<file path="src/rtl/idu_pkg.sv">
// Shared types for the instruction decode stage: opcodes, ALU operations,
// immediate formats, buffer states and the decoded control word.
package idu_pkg;

   localparam logic [6:0] OPC_LUI       = 7'b0110111;
   localparam logic [6:0] OPC_AUIPC     = 7'b0010111;
   localparam logic [6:0] OPC_JAL       = 7'b1101111;
   localparam logic [6:0] OPC_JALR      = 7'b1100111;
   localparam logic [6:0] OPC_BRANCH    = 7'b1100011;
   localparam logic [6:0] OPC_LOAD      = 7'b0000011;
   localparam logic [6:0] OPC_STORE     = 7'b0100011;
   localparam logic [6:0] OPC_OP_IMM    = 7'b0010011;
   localparam logic [6:0] OPC_OP        = 7'b0110011;
   localparam logic [6:0] OPC_OP_IMM_32 = 7'b0011011;
   localparam logic [6:0] OPC_OP_32     = 7'b0111011;
   localparam logic [6:0] OPC_MISC_MEM  = 7'b0001111;
   localparam logic [6:0] OPC_SYSTEM    = 7'b1110011;

   localparam logic [31:0] INST_ECALL  = 32'h0000_0073;
   localparam logic [31:0] INST_EBREAK = 32'h0010_0073;

   typedef enum logic [4:0] {
      ALU_ADD, ALU_SUB, ALU_SLL, ALU_SLT, ALU_SLTU, ALU_XOR, ALU_SRL, ALU_SRA,
      ALU_OR, ALU_AND, ALU_ADDW, ALU_SUBW, ALU_SLLW, ALU_SRLW, ALU_SRAW, ALU_LUI,
      ALU_BEQ, ALU_BNE, ALU_BLT, ALU_BGE, ALU_BLTU, ALU_BGEU
   } alu_op_e;

   typedef enum logic [2:0] {IMM_NONE, IMM_I, IMM_S, IMM_B, IMM_U, IMM_J} imm_type_e;

   typedef enum logic [1:0] {ST_EMPTY, ST_ONE, ST_TWO} stage_state_e;

   typedef struct packed {
      logic [6:0]  opcode;
      logic [4:0]  rd;
      logic [4:0]  rs1;
      logic [4:0]  rs2;
      alu_op_e     alu_op;
      logic        reg_we;
      logic        mem_rd;
      logic        mem_wr;
      logic [11:0] csr;
      logic        ebreak;
      logic        ecall;
      logic        illegal;
   } ctrl_t;

   localparam int CTRL_W = $bits(ctrl_t);

   // A held entry is {pc, imm, ctrl}; pc and imm scale with XLEN.
   function automatic int entry_w(int xlen);
      return CTRL_W + 2 * xlen;
   endfunction

   // alt selects SUB/SRA and is only meaningful for funct3 000/101.
   function automatic alu_op_e alu_op_from_f3(logic [2:0] f3, logic alt);
      case (f3)
         3'b000:  return alt ? ALU_SUB : ALU_ADD;
         3'b001:  return ALU_SLL;
         3'b010:  return ALU_SLT;
         3'b011:  return ALU_SLTU;
         3'b100:  return ALU_XOR;
         3'b101:  return alt ? ALU_SRA : ALU_SRL;
         3'b110:  return ALU_OR;
         default: return ALU_AND;
      endcase
   endfunction

   function automatic alu_op_e alu_w_op_from_f3(logic [2:0] f3, logic alt);
      case (f3)
         3'b001:  return ALU_SLLW;
         3'b101:  return alt ? ALU_SRAW : ALU_SRLW;
         default: return alt ? ALU_SUBW : ALU_ADDW;
      endcase
   endfunction

   function automatic alu_op_e branch_op_from_f3(logic [2:0] f3);
      case (f3)
         3'b001:  return ALU_BNE;
         3'b100:  return ALU_BLT;
         3'b101:  return ALU_BGE;
         3'b110:  return ALU_BLTU;
         3'b111:  return ALU_BGEU;
         default: return ALU_BEQ;
      endcase
   endfunction

endpackage

</file>
<file path="src/rtl/idu_if.sv">
// Handshake bundles on either side of the decode stage: fetch -> stage and
// stage -> execute. The master drives valid and payload, the slave drives ready.
interface idu_fetch_if #(parameter int XLEN = 32);
   logic            in_valid;
   logic            in_ready;
   logic [31:0]     in_inst;
   logic [XLEN-1:0] in_pc;

   modport master (output in_valid, in_inst, in_pc, input in_ready);
   modport slave  (input in_valid, in_inst, in_pc, output in_ready);
endinterface

interface idu_exec_if import idu_pkg::*; #(parameter int XLEN = 32);
   logic            out_valid;
   logic            out_ready;
   logic [XLEN-1:0] out_pc;
   logic [6:0]      out_opcode;
   logic [4:0]      out_rd;
   logic [4:0]      out_rs1;
   logic [4:0]      out_rs2;
   logic [XLEN-1:0] out_imm;
   alu_op_e         out_alu_op;
   logic            out_reg_we;
   logic            out_mem_rd;
   logic            out_mem_wr;
   logic [11:0]     out_csr;
   logic            out_ebreak;
   logic            out_ecall;
   logic            out_illegal;

   modport master (output out_valid, out_pc, out_opcode, out_rd, out_rs1, out_rs2, out_imm,
                   out_alu_op, out_reg_we, out_mem_rd, out_mem_wr, out_csr, out_ebreak,
                   out_ecall, out_illegal, input out_ready);
   modport slave  (input out_valid, out_pc, out_opcode, out_rd, out_rs1, out_rs2, out_imm,
                   out_alu_op, out_reg_we, out_mem_rd, out_mem_wr, out_csr, out_ebreak,
                   out_ecall, out_illegal, output out_ready);
endinterface

</file>
<file path="src/rtl/idu_decode.sv">
// Pure combinational RV32I/RV64I decoder: instruction word -> control word and
// sign-extended immediate.
module idu_decode import idu_pkg::*; #(
   parameter int XLEN = 32
) (
   input  logic [31:0]     inst,
   output ctrl_t           ctrl,
   output logic [XLEN-1:0] imm
);

   localparam bit RV64 = (XLEN == 64);

   logic [2:0]  f3;
   logic [6:0]  f7;
   logic        legal;
   logic        writes_rd;
   imm_type_e   imm_type;
   logic [31:0] imm32;

   assign f3 = inst[14:12];
   assign f7 = inst[31:25];

   // NOTE: every always_comb output gets a default first so no path infers a latch.
   always_comb begin
      ctrl          = '0;
      ctrl.opcode   = inst[6:0];
      ctrl.rd       = inst[11:7];
      ctrl.rs1      = inst[19:15];
      ctrl.alu_op   = ALU_ADD;
      ctrl.ecall    = (inst == INST_ECALL);
      ctrl.ebreak   = (inst == INST_EBREAK);
      legal         = 1'b1;
      writes_rd     = 1'b0;
      imm_type      = IMM_NONE;

      case (inst[6:0])
         OPC_LUI:   begin imm_type = IMM_U; writes_rd = 1'b1; ctrl.rs1 = '0; ctrl.alu_op = ALU_LUI; end
         OPC_AUIPC: begin imm_type = IMM_U; writes_rd = 1'b1; ctrl.rs1 = '0; end
         OPC_JAL:   begin imm_type = IMM_J; writes_rd = 1'b1; ctrl.rs1 = '0; end
         OPC_JALR:  begin imm_type = IMM_I; writes_rd = 1'b1; legal = (f3 == 3'b000); end
         OPC_BRANCH: begin
            imm_type    = IMM_B;
            ctrl.rd     = '0;
            ctrl.rs2    = inst[24:20];
            ctrl.alu_op = branch_op_from_f3(f3);
            legal       = (f3[2:1] != 2'b01);
         end
         OPC_LOAD: begin
            imm_type    = IMM_I;
            writes_rd   = 1'b1;
            ctrl.mem_rd = 1'b1;
            legal       = (f3 != 3'b111) && (RV64 || (f3 != 3'b011 && f3 != 3'b110));
         end
         OPC_STORE: begin
            imm_type    = IMM_S;
            ctrl.rd     = '0;
            ctrl.rs2    = inst[24:20];
            ctrl.mem_wr = 1'b1;
            legal       = !f3[2] && (RV64 || f3 != 3'b011);
         end
         OPC_OP_IMM: begin
            imm_type    = IMM_I;
            writes_rd   = 1'b1;
            ctrl.alu_op = alu_op_from_f3(f3, (f3 == 3'b101) && inst[30]);
            // inst[25] is shamt bit 5: only meaningful on a 64-bit datapath.
            if (f3 == 3'b001)
               legal = (inst[31:26] == 6'b000000) && (RV64 || !inst[25]);
            else if (f3 == 3'b101)
               legal = (inst[31:26] == 6'b000000 || inst[31:26] == 6'b010000) && (RV64 || !inst[25]);
         end
         OPC_OP: begin
            writes_rd   = 1'b1;
            ctrl.rs2    = inst[24:20];
            ctrl.alu_op = alu_op_from_f3(f3, inst[30]);
            legal       = (f7 == 7'b0000000) || (f7 == 7'b0100000 && (f3 == 3'b000 || f3 == 3'b101));
         end
         OPC_OP_IMM_32: begin
            imm_type    = IMM_I;
            writes_rd   = 1'b1;
            ctrl.alu_op = alu_w_op_from_f3(f3, (f3 == 3'b101) && inst[30]);
            legal       = RV64 && ((f3 == 3'b000) || (f3 == 3'b001 && f7 == 7'b0000000) ||
                                   (f3 == 3'b101 && (f7 == 7'b0000000 || f7 == 7'b0100000)));
         end
         OPC_OP_32: begin
            writes_rd   = 1'b1;
            ctrl.rs2    = inst[24:20];
            ctrl.alu_op = alu_w_op_from_f3(f3, inst[30]);
            legal       = RV64 && ((f7 == 7'b0000000 && (f3 == 3'b000 || f3 == 3'b001 || f3 == 3'b101)) ||
                                   (f7 == 7'b0100000 && (f3 == 3'b000 || f3 == 3'b101)));
         end
         OPC_MISC_MEM: begin imm_type = IMM_I; legal = (f3 == 3'b000); end
         OPC_SYSTEM: begin
            imm_type  = IMM_I;
            ctrl.csr  = inst[31:20];
            writes_rd = (f3 != 3'b000);
            legal     = (f3 == 3'b000) ? (ctrl.ecall || ctrl.ebreak) : (f3 != 3'b100);
         end
         default: legal = 1'b0;
      endcase

      case (imm_type)
         IMM_I:   imm32 = {{20{inst[31]}}, inst[31:20]};
         IMM_S:   imm32 = {{20{inst[31]}}, inst[31:25], inst[11:7]};
         IMM_B:   imm32 = {{19{inst[31]}}, inst[31], inst[7], inst[30:25], inst[11:8], 1'b0};
         IMM_U:   imm32 = {inst[31:12], 12'h000};
         IMM_J:   imm32 = {{11{inst[31]}}, inst[31], inst[19:12], inst[20], inst[30:21], 1'b0};
         default: imm32 = '0;
      endcase

      // Trapping entries still issue, but never write a register or touch memory.
      ctrl.illegal = !legal;
      ctrl.reg_we  = writes_rd && legal && (ctrl.rd != 5'd0);
      ctrl.mem_rd  = ctrl.mem_rd && legal;
      ctrl.mem_wr  = ctrl.mem_wr && legal;
   end

   assign imm = XLEN'($signed(imm32));

endmodule

</file>
<file path="src/rtl/idu_stage.sv">
// Registered decode stage: decodes the fetched word and holds up to two decoded
// entries (main + skid) so in_ready never depends combinationally on out_ready.
module idu_stage import idu_pkg::*; #(
   parameter int XLEN    = 32,
   parameter bit SKID_EN = 1'b1
) (
   input  logic        clk,
   input  logic        rst,
   input  logic        flush,
   idu_fetch_if.slave  fetch,
   idu_exec_if.master  exec
);

   localparam int ENTRY_W = entry_w(XLEN);

   ctrl_t              dec_ctrl;
   logic [XLEN-1:0]    dec_imm;
   logic [ENTRY_W-1:0] dec_entry;
   logic [ENTRY_W-1:0] main_q;
   logic [ENTRY_W-1:0] skid_q;
   ctrl_t              main_ctrl;
   stage_state_e       state_q;
   logic               out_valid_q;
   logic               in_ready_q;
   logic               in_fire;
   logic               out_fire;

   idu_decode #(.XLEN(XLEN)) u_decode (
      .inst (fetch.in_inst),
      .ctrl (dec_ctrl),
      .imm  (dec_imm)
   );

   assign dec_entry      = {fetch.in_pc, dec_imm, dec_ctrl};
   assign fetch.in_ready = SKID_EN ? in_ready_q : (!out_valid_q || exec.out_ready);
   assign in_fire        = fetch.in_valid && fetch.in_ready;
   assign out_fire       = out_valid_q && exec.out_ready;

   // With SKID_EN=0 in_fire in ONE implies out_fire, so TWO is never entered.
   // NOTE: sequential state uses non-blocking assignments so every register samples pre-edge values.
   always_ff @(posedge clk or posedge rst) begin
      if (rst) begin
         state_q     <= ST_EMPTY;
         out_valid_q <= 1'b0;
         in_ready_q  <= 1'b1;
         // NOTE: entry registers are reset because they drive out_* directly and must read 0 after reset.
         main_q      <= '0;
         skid_q      <= '0;
      end else if (flush) begin
         state_q     <= ST_EMPTY;
         out_valid_q <= 1'b0;
         in_ready_q  <= 1'b1;
      end else begin
         case (state_q)
            ST_EMPTY: if (in_fire) begin
               main_q      <= dec_entry;
               state_q     <= ST_ONE;
               out_valid_q <= 1'b1;
            end
            ST_ONE: begin
               if (in_fire && out_fire) begin
                  main_q <= dec_entry;
               end else if (in_fire) begin
                  skid_q     <= dec_entry;
                  state_q    <= ST_TWO;
                  in_ready_q <= 1'b0;
               end else if (out_fire) begin
                  state_q     <= ST_EMPTY;
                  out_valid_q <= 1'b0;
               end
            end
            ST_TWO: if (out_fire) begin
               main_q     <= skid_q;
               state_q    <= ST_ONE;
               in_ready_q <= 1'b1;
            end
            default: begin
               state_q     <= ST_EMPTY;
               out_valid_q <= 1'b0;
               in_ready_q  <= 1'b1;
            end
         endcase
      end
   end

   assign main_ctrl        = main_q[CTRL_W-1:0];
   assign exec.out_valid   = out_valid_q;
   assign exec.out_imm     = main_q[CTRL_W +: XLEN];
   assign exec.out_pc      = main_q[CTRL_W+XLEN +: XLEN];
   assign exec.out_opcode  = main_ctrl.opcode;
   assign exec.out_rd      = main_ctrl.rd;
   assign exec.out_rs1     = main_ctrl.rs1;
   assign exec.out_rs2     = main_ctrl.rs2;
   assign exec.out_alu_op  = main_ctrl.alu_op;
   assign exec.out_reg_we  = main_ctrl.reg_we;
   assign exec.out_mem_rd  = main_ctrl.mem_rd;
   assign exec.out_mem_wr  = main_ctrl.mem_wr;
   assign exec.out_csr     = main_ctrl.csr;
   assign exec.out_ebreak  = main_ctrl.ebreak;
   assign exec.out_ecall   = main_ctrl.ecall;
   assign exec.out_illegal = main_ctrl.illegal;

endmodule
</file>
<file path="src/flat_wrapper.sv">
// flat-port wrapper written by rule: the top's interface ports become plain ports
module idu_stage_flat import idu_pkg::*;
#(
   parameter int XLEN    = 32,
   parameter bit SKID_EN = 1'b1
)
  (clk, rst, flush, fetch_in_valid, fetch_in_inst, fetch_in_pc, fetch_in_ready, exec_out_valid, exec_out_pc, exec_out_opcode, exec_out_rd, exec_out_rs1, exec_out_rs2, exec_out_imm, exec_out_alu_op, exec_out_reg_we, exec_out_mem_rd, exec_out_mem_wr, exec_out_csr, exec_out_ebreak, exec_out_ecall, exec_out_illegal, exec_out_ready);
  idu_fetch_if #(.XLEN(XLEN)) fetch_i ();
  idu_exec_if #(.XLEN(XLEN)) exec_i ();
  input  logic clk;
  input  logic rst;
  input  logic flush;
  input wire logic [$bits(fetch_i.in_valid)-1:0] fetch_in_valid;
  input wire logic [$bits(fetch_i.in_inst)-1:0] fetch_in_inst;
  input wire logic [$bits(fetch_i.in_pc)-1:0] fetch_in_pc;
  output wire logic [$bits(fetch_i.in_ready)-1:0] fetch_in_ready;
  output wire logic [$bits(exec_i.out_valid)-1:0] exec_out_valid;
  output wire logic [$bits(exec_i.out_pc)-1:0] exec_out_pc;
  output wire logic [$bits(exec_i.out_opcode)-1:0] exec_out_opcode;
  output wire logic [$bits(exec_i.out_rd)-1:0] exec_out_rd;
  output wire logic [$bits(exec_i.out_rs1)-1:0] exec_out_rs1;
  output wire logic [$bits(exec_i.out_rs2)-1:0] exec_out_rs2;
  output wire logic [$bits(exec_i.out_imm)-1:0] exec_out_imm;
  output wire logic [$bits(exec_i.out_alu_op)-1:0] exec_out_alu_op;
  output wire logic [$bits(exec_i.out_reg_we)-1:0] exec_out_reg_we;
  output wire logic [$bits(exec_i.out_mem_rd)-1:0] exec_out_mem_rd;
  output wire logic [$bits(exec_i.out_mem_wr)-1:0] exec_out_mem_wr;
  output wire logic [$bits(exec_i.out_csr)-1:0] exec_out_csr;
  output wire logic [$bits(exec_i.out_ebreak)-1:0] exec_out_ebreak;
  output wire logic [$bits(exec_i.out_ecall)-1:0] exec_out_ecall;
  output wire logic [$bits(exec_i.out_illegal)-1:0] exec_out_illegal;
  input wire logic [$bits(exec_i.out_ready)-1:0] exec_out_ready;
  assign fetch_i.in_valid = fetch_in_valid;
  assign fetch_i.in_inst = fetch_in_inst;
  assign fetch_i.in_pc = fetch_in_pc;
  assign fetch_in_ready = fetch_i.in_ready;
  assign exec_out_valid = exec_i.out_valid;
  assign exec_out_pc = exec_i.out_pc;
  assign exec_out_opcode = exec_i.out_opcode;
  assign exec_out_rd = exec_i.out_rd;
  assign exec_out_rs1 = exec_i.out_rs1;
  assign exec_out_rs2 = exec_i.out_rs2;
  assign exec_out_imm = exec_i.out_imm;
  assign exec_out_alu_op = exec_i.out_alu_op;
  assign exec_out_reg_we = exec_i.out_reg_we;
  assign exec_out_mem_rd = exec_i.out_mem_rd;
  assign exec_out_mem_wr = exec_i.out_mem_wr;
  assign exec_out_csr = exec_i.out_csr;
  assign exec_out_ebreak = exec_i.out_ebreak;
  assign exec_out_ecall = exec_i.out_ecall;
  assign exec_out_illegal = exec_i.out_illegal;
  assign exec_i.out_ready = exec_out_ready;
  idu_stage #(.XLEN(XLEN), .SKID_EN(SKID_EN)) u_core (.clk(clk), .rst(rst), .flush(flush), .fetch(fetch_i), .exec(exec_i));
endmodule
</file>
<file path="config.mk">
export PLATFORM = sky130hd
export DESIGN_NAME = idu_stage_flat
export DESIGN_NICKNAME = d
export VERILOG_FILES = /design/src/rtl/idu_pkg.sv /design/src/rtl/idu_if.sv /design/src/rtl/idu_decode.sv /design/src/rtl/idu_stage.sv /design/src/flat_wrapper.sv
export SDC_FILE = /design/constraint.sdc
export NUM_CORES = 1
export LEC_CHECK = 0
export BUFFER_PORTS_ARGS = -buffer_cell sky130_fd_sc_hd__buf_2
export CORE_MARGIN = 5
export CORE_UTILIZATION = 50
export DETAILED_ROUTE_END_ITERATION = 7
export PLACE_DENSITY = 0.75
export SLEW_MARGIN = 20
export SYNTH_ARGS = -nofsm -noshare
export SYNTH_HDL_FRONTEND = slang
export SYNTH_HIERARCHICAL = 1
export SYNTH_SLANG_ARGS = --single-unit
</file>
<file path="constraint.sdc">
create_clock -name clk -period 5.92 [get_ports clk]
set_input_delay 0 -clock clk [delete_from_list [all_inputs] [get_ports clk]]
set_output_delay 0 -clock clk [all_outputs]
set_load 0.005 [all_outputs]
</file>
==> summary.txt, run 1 <==
Run status
  – Status: complete, no violations

Global route
  – Largest net degree at the start of global routing: 79
  – Antenna violations before repair: 0
  – Vias in the first global route: 7891
  – All-Layer GR Usage: 20.33%
  – Remaining Overflow, GRT: 0
  – First-pass GRT wire length: 41470 um

Power
  – Lkg Pwr: 0.006672 uW
  – Power Dens Cells: 350.6 nW/um^2
  – VDD IR max: 0.0002526 V
  – PnR Total Power: 4721 uW

Critical path
  – Slowest cell on crit path: buf_4
  – Reg2Reg Setup Slack: 2.94 ns
  – Startpoint Class: flip-flop
  – Reg-to-Reg End: u_core/main_q[90]$_DFFE_PP0P_
  – Buf/Inv on CP: 2
  – RR Startpoint: u_core/state_q[1]$_DFFE_PP0P_
  – Crit-path cells: nand2b_4, o32ai_4, buf_4, buf_4, mux2_2
  – Crit-path max cell delay: 0.64 ns
  – CP Max Fanout: 48
  – Worst Setup End Kind: flip-flop
  – Most frequent CP cell: buf_4
  – Kind of critical path: reg -> reg
  – Worst Path Arrival: 3.37 ns
  – Worst r2r path cells: 5
  – Worst EP required: 6.31 ns
  – CP delay by family, top: buffers and inverters

Floorplanning
  – Die width: 158.6 um
  – Die Height: 158.6 um
  – Core ar.: 21760 um^2
  – I/O pins: 180
  – FP Rows: 54
  – Initial Util: 50.72%
  – Die area: 25140 um^2

CTS
  – CTS tree: built
  – Total CTS buffers: 25
  – Clock Tree Buf Depth: 3
  – Clock root cell: clkbuf_16
  – Clock latency on the worst-skew pair: 0.52 ns
  – H-tree depth: 1
  – TritonCTS Sinks: 222
  – Setup bufs post-CTS: 0
  – Resize count post-CTS: 0
  – Clock Pin Slew Worst Setup and Hold Paths: 0.06 ns
  – CTS hold repair buffers: 64

Timing
  – Part of the cycle the worst path needs: 50.35%
  – RSZ-0062 raised after global routing: no
  – Final Max Slew Viols: 0
  – Worst setup margin: 2.939 ns
  – Setup TNS: 0 ns
  – Least-Margin Pin Slew: 1.115 ns
  – Final setup viols: 0
  – Setup Skew: 0.02402 ns
  – Final hold vios: 0
  – Fmax achieved: 335.5 MHz
  – Relative slew slack: 25.69%
  – Crit path time final: 2.981 ns

Route
  – Wire per inst: 19.07 um
  – Metal3 WL: 2140 um
  – M1 WL: 11020 um
  – First drt pass iteration count: 4
  – Initial DRC Count: 290
  – Max layer used: met4
  – Vias post-DR: 7454
  – Met2 WL post-DR: 12040 um
  – DRC: 0
  – Vias/cell: 5.526
  – Post-route ant nets: 0
  – Total Wirelength: 25720 um

Synth
  – Synth top area cells: dfrtp_1 50%, mux2_2 32%, and2_1 1.6%, mux2_4 1.4%, buf_4 1.2%
  – Synth top area share: 50.12%
  – Main flop type after synthesis: dfrtp_1
  – Register area share after synthesis: 50.36%
  – Mapped Nets: 904
  – Seq cells post-synth: 222
  – Mean area per synthesized cell: 13.21 um^2
  – Post-synth top area cell: dfrtp_1
  – Number of synthesized flops with an enable pin: 0
  – Mapped cell area: 11030 um^2
  – Ys async rst share: 100.0%
  – Netlist cell types: 55
  – Mapped Cells: 835
  – Ys Warns: 6

Layout
  – Layout cells sized above 1: 53.23%
  – # fillers: 1705
  – Nets: 1121
  – N_diodes: 0
  – Area growth syn-to-layout: 22.02%

Min path
  – WHS Endpoint: u_core/skid_q[57]$_DFFE_PP0P_
  – Worst Hold Depth: 4
  – Hold path startpoint: fetch_in_inst[12]
  – Min-Delay Path Class: in -> reg

Placed design
  – Placer Congestion: 0.8761
  – Hpwl dp: 16660 um
  – I/O Buffers: 179
  – Dpl ws: 2.954 ns

Flow run
  – Max-cap viol count: 0
[flip-flops by register name (all words and copies together) (netlist names)]
register and flops:
u_core/skid_q 109, u_core/fetch.in_ready 1, u_core/main_q 109, u_core/exec.out_valid 1
u_core/state_q 2
[worst reg2reg max path, delay by kind of cell, from the launching register on]
family | cells | cell delay, ns
DFF | 1 | 0.50
AOI/OAI and AO/OA | 1 | 0.34
buffers and inverters | 2 | 1.21
muxes | 1 | 0.47
and+or+nand+nor | 1 | 0.33
[cells in the mapped netlist (10+ instances only)]
master,n
mux2_4,10
and2_1,29
o21ai_0,12
nor2_1,19
buf_4,18
mux2_2,317
dfrtp_1,221
buf_2,13
clkbuf_1,16
a21oi_1,13
nand3_1,13
buf_6,12
nand2_1,36
a21o_1,14
[routing by layer]
metal	vias up	GRT usage, %
met5	-	0
met2	241	33.48
li1	3432	-
met4	0	5.280
met1	3744	26.60
met3	37	5.762
[logic make-up (layout without fill, tap and decap cells)]
family	Yosys count	after routing	share of synthesized area, %
flip-flops	222	222	50.36
XOR/XNOR	2	2	0.1588
AO/OA/AOI/OAI	72	72	4.649
multiplexers	327	327	33.71
buffers and inverters	72	306	4.286
AND/OR/NAND/NOR	140	140	6.837
[cell usage in the layout (no fill, tap or decap), types with 3 or more instances in the layout]
master,count
o211ai_1,4
clkinv_2,3
nand4_1,3
o22ai_1,4
dfrtp_1,221
nand2_1,36
buf_4,10
buf_2,179
nor4_1,7
a21o_1,14
and2_1,29
or3_1,3
nor3_1,5
nor2_1,18
mux2_2,317
inv_1,8
mux2_4,10
bufinv_16,4
clkbuf_8,6
a21oi_1,12
nor2b_1,7
clkbuf_1,5
nand3_1,13
clkbuf_16,25
o21a_1,4
o21ai_0,12
dlygate4sd3_1,64
[worst max path at each step]
stage / start / to / slack [ns] / cells after the start
after floorplan: rst / u_core/exec.out_valid$_DFFE_PP0P_ / 3.02 / 1
after global placement: u_core/state_q[1]$_DFFE_PP0P_ / u_core/main_q[90]$_DFFE_PP0P_ / 3.00 / 5
after detailed placement: u_core/state_q[1]$_DFFE_PP0P_ / u_core/main_q[13]$_DFFE_PP0P_ / 2.95 / 5
after CTS: u_core/state_q[1]$_DFFE_PP0P_ / u_core/main_q[90]$_DFFE_PP0P_ / 2.89 / 5
after global routing: u_core/state_q[1]$_DFFE_PP0P_ / u_core/main_q[90]$_DFFE_PP0P_ / 2.77 / 5
final: u_core/state_q[1]$_DFFE_PP0P_ / u_core/main_q[90]$_DFFE_PP0P_ / 2.94 / 5
[metrics by stage]
step                hold WS (ns)  instance area [um^2]  std cells  util (%)
floorplan                0.06314                 11040        835         -
global placement          0.2136                 11950       1241     54.91
detailed placement        0.2072                 11950       1241     54.91
CTS                      0.02856                 13460       1349     61.86
global route             0.05702                 13460       1349     61.89
finish                   0.05794                 13460       1349     61.89
[where the power goes]
group	internal [uW]	total [uW]	leakage (uW)	switching, uW
registers	1910	2110	0.00287	200
logic	590	988	0.00337	399
clock network	1020	1620	0.000430	603
[cell type report]
class	count	area, um^2	share of cell area (%)
multi-input combinational	541	5037	37.41
sequential	222	5557	41.27
inverter	9	37.54	0.2788
clock inverter	8	143.9	1.069
clock buffer	36	726.9	5.399
tap	280	350.3	2.602
timing repair buffer	253	1612	11.97
Note: power is estimated with default switching activity, not from simulation.
==> run 2, diff against run 1 <==
Settings changed: PLACE_DENSITY 0.75 to 0.72.
Clock period 5.92 ns to 2.8 ns, I/O delays scaled along.
==> run 2 against run 1 <==
  * Cell count up 0.67%
  * Sequential cell count is the same
  * Power up 110%
  * Largest cell class unchanged
  * Via count shrank 0.19%
  * Critical path type is now in -> reg
  * Setup slack worse by 2.4 ns
==> summary.txt, run 2 (synthesis gave the netlist of run 1 again) <==
Run status
  – Status: complete, no violations

Route
  – Post-route ant nets: 0
  – Vias post-DR: 7440
  – Wire per inst: 19.06 um
  – M1 WL: 11050 um
  – First drt pass iteration count: 6
  – Met2 WL post-DR: 12310 um
  – Total Wirelength: 25880 um
  – Max layer used: met4
  – Initial DRC Count: 247
  – Vias/cell: 5.479
  – Metal3 WL: 2027 um
  – DRC: 0

Layout
  – N_diodes: 0
  – Layout cells sized above 1: 53.71%
  – Most frequent cells in the layout: 317 x mux2_2, 221 x dfrtp_1, 179 x buf_2
  – Regs by FF count: u_core/main_q x109, u_core/skid_q x109, u_core/state_q x2
  – Area growth syn-to-layout: 23.10%
  – Nets: 1132
  – Reg area: 5557 um^2
  – # fillers: 1682
  – Leading cell type in the layout, fill and taps excluded: mux2_2
  – Final instance count without filler cells: 1358
  – Multi-input gate area in the final layout: 5031 um^2

Timing
  – Final Max Slew Viols: 0
  – Final setup viols: 0
  – Setup Skew: 0.009267 ns
  – Relative slew slack: 44.62%
  – RSZ-0062 raised after global routing: no
  – Crit path time final: 2.289 ns
  – Fmax achieved: 436.9 MHz
  – Part of the cycle the worst path needs: 81.74%
  – Final hold vios: 0
  – Least-Margin Pin Slew: 0.8231 ns

Floorplanning
  – I/O pins: 180
  – Initial Util: 50.72%
  – FP Rows: 54
  – Core ar.: 21760 um^2
  – Die width: 158.6 um
  – Die area: 25140 um^2
  – Die Height: 158.6 um

Critical path
  – Kind of critical path: in -> reg
  – CP Max Fanout: 15
  – Startpoint Class: input pin
  – Worst Path Arrival: 2.68 ns
  – Worst Setup End Kind: flip-flop
  – Worst EP required: 3.19 ns

Placed design
  – Dpl cells: 1251
  – Hpwl dp: 16970 um
  – Placer Congestion: 0.8342
  – I/O Buffers: 179

Global route
  – Largest net degree at the start of global routing: 74
  – Remaining Overflow, GRT: 0
  – Antenna violations before repair: 0
  – Vias in the first global route: 7932
  – All-Layer GR Usage: 20.69%
  – First-pass GRT wire length: 42080 um

CTS
  – Clock Tree Buf Depth: 3
  – Clock latency on the worst-skew pair: 0.51 ns
  – Total CTS buffers: 25
  – H-tree depth: 1
  – TritonCTS Sinks: 222
  – Setup bufs post-CTS: 0
  – Clock Pin Slew Worst Setup and Hold Paths: 0.06 ns
  – Clock root cell: clkbuf_16
  – CTS tree: built

Flow run
  – Max-cap viol count: 0

Power
  – Power Dens Cells: 718.1 nW/um^2
  – PnR Total Power: 9755 uW
  – VDD IR max: 0.0005939 V
  – Lkg Pwr: 0.006734 uW

Min path
  – Min-Delay Path Class: in -> reg
[run 2: changes by cell type in the layout (fill, tap and decap cells not counted), moves of 2 or more]
cell / delta
bufinv_16: -4
buf_12: +8
clkinvlp_4: +2
clkbuf_8: +5
buf_4: +2
clkbuf_1: -4
[run 2: metrics by stage]
stage	hold slack [ns]	TNS (ns)	worst slack (ns)	utilization, %	instance area (um^2)
finish	0.03057	0	0.5114	62.43	13580
global route	0.003457	0	0.3827	62.43	13580
CTS	0.009628	0	0.5504	62.43	13580
detailed placement	0.03053	0	0.4630	55.72	12120
global placement	0.02019	0	0.5639	55.72	12120
floorplan	0.06314	-21.05	-0.09524	-	11040
[run 2: cell type report]
type	count	share of cell area (%)
inverter	9	0.2763
sequential	222	40.91
clock inverter	5	0.2211
timing repair buffer	264	13.23
clock buffer	37	5.748
tap	280	2.579
multi-input combinational	541	37.04
[run 2: final timing paths]
path / from / to / slack (ns) / cells after the start
min in group asynchronous: rst / u_core/main_q[91]$_DFFE_PP0P_ / 0.05 / 3
max reg2reg: u_core/state_q[1]$_DFFE_PP0P_ / u_core/main_q[49]$_DFFE_PP0P_ / 0.75 / 4
min: fetch_in_inst[20] / u_core/skid_q[65]$_DFFE_PP0P_ / 0.03 / 3
max in group asynchronous: rst / u_core/fetch.in_ready$_DFFE_PP1P_ / 2.02 / 4
min reg2reg: u_core/main_q[25]$_DFFE_PP0P_ / u_core/main_q[25]$_DFFE_PP0P_ / 0.50 / 1
max: fetch_in_inst[2] / u_core/main_q[0]$_DFFE_PP0P_ / 0.51 / 8
[run 2: worst max-delay path, cell delays in order]
cell and delay (ns):
dlygate4sd3_1 0.53, buf_2 0.20, nand4bb_1 0.32, or3_1 0.45
nor4_1 0.45, nor4_1 0.18, mux2_2 0.29, mux2_2 0.26
[run 2: power breakdown]
group	switching (uW)	internal (uW)
registers	413	4030
clock network	1270	1910
logic	856	1270
total	2540	7220
[run 2: routing by layer]
| layer | GRT usage (%) | vias to the layer above |
|---|---|---|
| met2 | 34.57 | 203 |
| li1 | - | 3452 |
| met4 | 4.671 | 0 |
| met5 | 0 | - |
| met3 | 5.871 | 39 |
| met1 | 26.94 | 3746 |
[run 2: repair_timing]
item	in CTS	in global routing
hold endpoints to repair	345	0
resized for setup	0	0
hold buffers	65	0
==> run 3, diff against run 2 <==
Clock period 2.8 ns to 2.24 ns, I/O delays scaled along.
==> run 3 against run 2 <==
  * First-iteration DRC count up 1.2%
  * Die area unchanged
  * Via count up 0.67%
  * Setup slack worse by 0.37 ns
  * Count of clock-buffer cells in the layout down 8
  * Sequential share of layout area down 0.27 points
  * Critical path depth unchanged
  * Critical path type unchanged
  * Critical endpoint unchanged
  * Highest routed layer unchanged
==> summary.txt, run 3 (synthesis gave the netlist of run 1 again) <==
Timing
  – RSZ-0062 raised after global routing: no
  – Fmax achieved: 476.8 MHz
  – Least-Margin Pin Slew: 0.7288 ns
  – Worst setup margin: 0.1428 ns
  – Setup TNS: 0 ns
  – Final Max Slew Viols: 0
  – Part of the cycle the worst path needs: 93.63%
  – Setup Skew: 0.006025 ns
  – Final hold vios: 0
  – Crit path time final: 2.097 ns
  – Final setup viols: 0
  – Hold_ws: 0.009704 ns
  – Relative slew slack: 51.31%

Global route
  – Vias in the first global route: 8164
  – Antenna violations before repair: 0
  – All-Layer GR Usage: 20.84%
  – Remaining Overflow, GRT: 0
  – First-pass GRT wire length: 42380 um
  – Largest net degree at the start of global routing: 79

CTS
  – Total CTS buffers: 24
  – Clock Tree Buf Depth: 3
  – Clock root cell: clkbuf_16
  – CTS tree: built
  – Clock Pin Slew Worst Setup and Hold Paths: 0.06 ns
  – H-tree depth: 1
  – Clock latency on the worst-skew pair: 0.51 ns
  – TritonCTS Sinks: 222

Layout
  – Regs by FF count: u_core/main_q x109, u_core/skid_q x109, u_core/state_q x2
  – Layout cells sized above 1: 54.35%
  – Area growth syn-to-layout: 23.93%
  – Most frequent cells in the layout: 317 x mux2_2, 221 x dfrtp_1, 178 x buf_2
  – Final instance area: 13670 um^2
  – Nets: 1149
  – N_diodes: 0
  – Fin util: 62.85%
  – Leading cell type in the layout, fill and taps excluded: mux2_2
  – # fillers: 1708

Critical path
  – Worst Path Arrival: 2.49 ns
  – CP Max Fanout: 9
  – Startpoint Class: input pin
  – Worst EP required: 2.64 ns
  – Worst Setup End Kind: flip-flop
  – Critical Path Start: fetch_in_inst[3]
  – Kind of critical path: in -> reg
  – RR Startpoint: u_core/exec.out_valid$_DFFE_PP0P_

Power
  – VDD IR max: 0.0007930 V
  – Power Dens Cells: 875.2 nW/um^2
  – Lkg Pwr: 0.006806 uW

Floorplanning
  – Die area: 25140 um^2
  – FP Rows: 54
  – Die width: 158.6 um
  – I/O pins: 180
  – Core ar.: 21760 um^2
  – Initial Util: 50.72%
  – Die Height: 158.6 um

Route
  – Vias/cell: 5.455
  – Total Wirelength: 26100 um
  – Initial DRC Count: 250
  – DRC: 0
  – Vias post-DR: 7490
  – First drt pass iteration count: 4
  – Post-route ant nets: 0
  – Wire per inst: 19.01 um

Placed design
  – Hpwl dp: 17580 um
  – Dpl ws: 0.1566 ns
  – Placer Congestion: 0.8611
  – I/O Buffers: 179
  – Placed inst area: 12330 um^2

Min path
  – Min-Delay Path Class: in -> reg
  – Hold path startpoint: fetch_in_inst[20]

Flow run
  – Max-cap viol count: 0

Run status
  – Status: complete, no violations
run 3: cell count changes in the layout (fill, tap and decap cells not counted), sizes merged:
cell,change
dlygate4sd3,-3
clkinv,+5
clkinvlp,-1
clkbuf,-7
buf,+20
bufinv,+1
run 3: stage by stage:
step                      power [uW]  instances
after floorplan                 7222        835
after global placement          8141       1272
after detailed placement        8258       1272
after CTS                      12100       1373
after global routing           12640       1373
final                          11970       1373
run 3: worst max-delay path, stage by stage:
cell and delay (ns):
dlygate4sd3_1 0.54, buf_2 0.17, nand4bb_1 0.24, or3_1 0.43
nor4_1 0.40, nor4_1 0.17, mux2_2 0.28, mux2_2 0.26
run 3: worst paths after layout:
path	slack, ns	to	cells after the start
worst max-delay path	0.14	u_core/main_q[0]$_DFFE_PP0P_	8
worst min-delay path	0.01	u_core/skid_q[1]$_DFFE_PP0P_	3
worst max register to register	0.27	u_core/main_q[82]$_DFFE_PP0P_	4
worst min register to register	0.50	u_core/main_q[44]$_DFFE_PP0P_	1
max in group asynchronous	1.43	u_core/fetch.in_ready$_DFFE_PP1P_	4
min in group asynchronous	0.15	u_core/skid_q[91]$_DFFE_PP0P_	3
run 3: area by class of cell:
| class | instances | area (um^2) | area share (%) |
|---|---|---|---|
| Sequential cell | 222 | 5557 | 40.63 |
| Multi-Input combinational cell | 541 | 5031 | 36.79 |
| Timing Repair Buffer | 282 | 1977 | 14.46 |
| Clock buffer | 29 | 640.6 | 4.685 |
| Tap cell | 280 | 350.3 | 2.562 |
| Clock inverter | 10 | 81.33 | 0.5947 |
| Inverter | 9 | 37.54 | 0.2745 |
run 3: routing by layer:
metal | GRT usage [%] | part of all wire, %
met5 | 0 | 0
met4 | 4.630 | 1.8
met3 | 5.409 | 7.8
met2 | 35.71 | 48
met1 | 26.71 | 42
run 3: power by group:
part	switching [uW]	internal (uW)
registers	527	5040
clock network	1570	2140
logic	1070	1620
total	3170	8800
run 3: what timing repair did:
action                     CTS  global route
buffers inserted             0             0
setup endpoints to repair    0             1
hold endpoints to repair   138             0
hold buffers                62             0
gates resized for setup      0             3
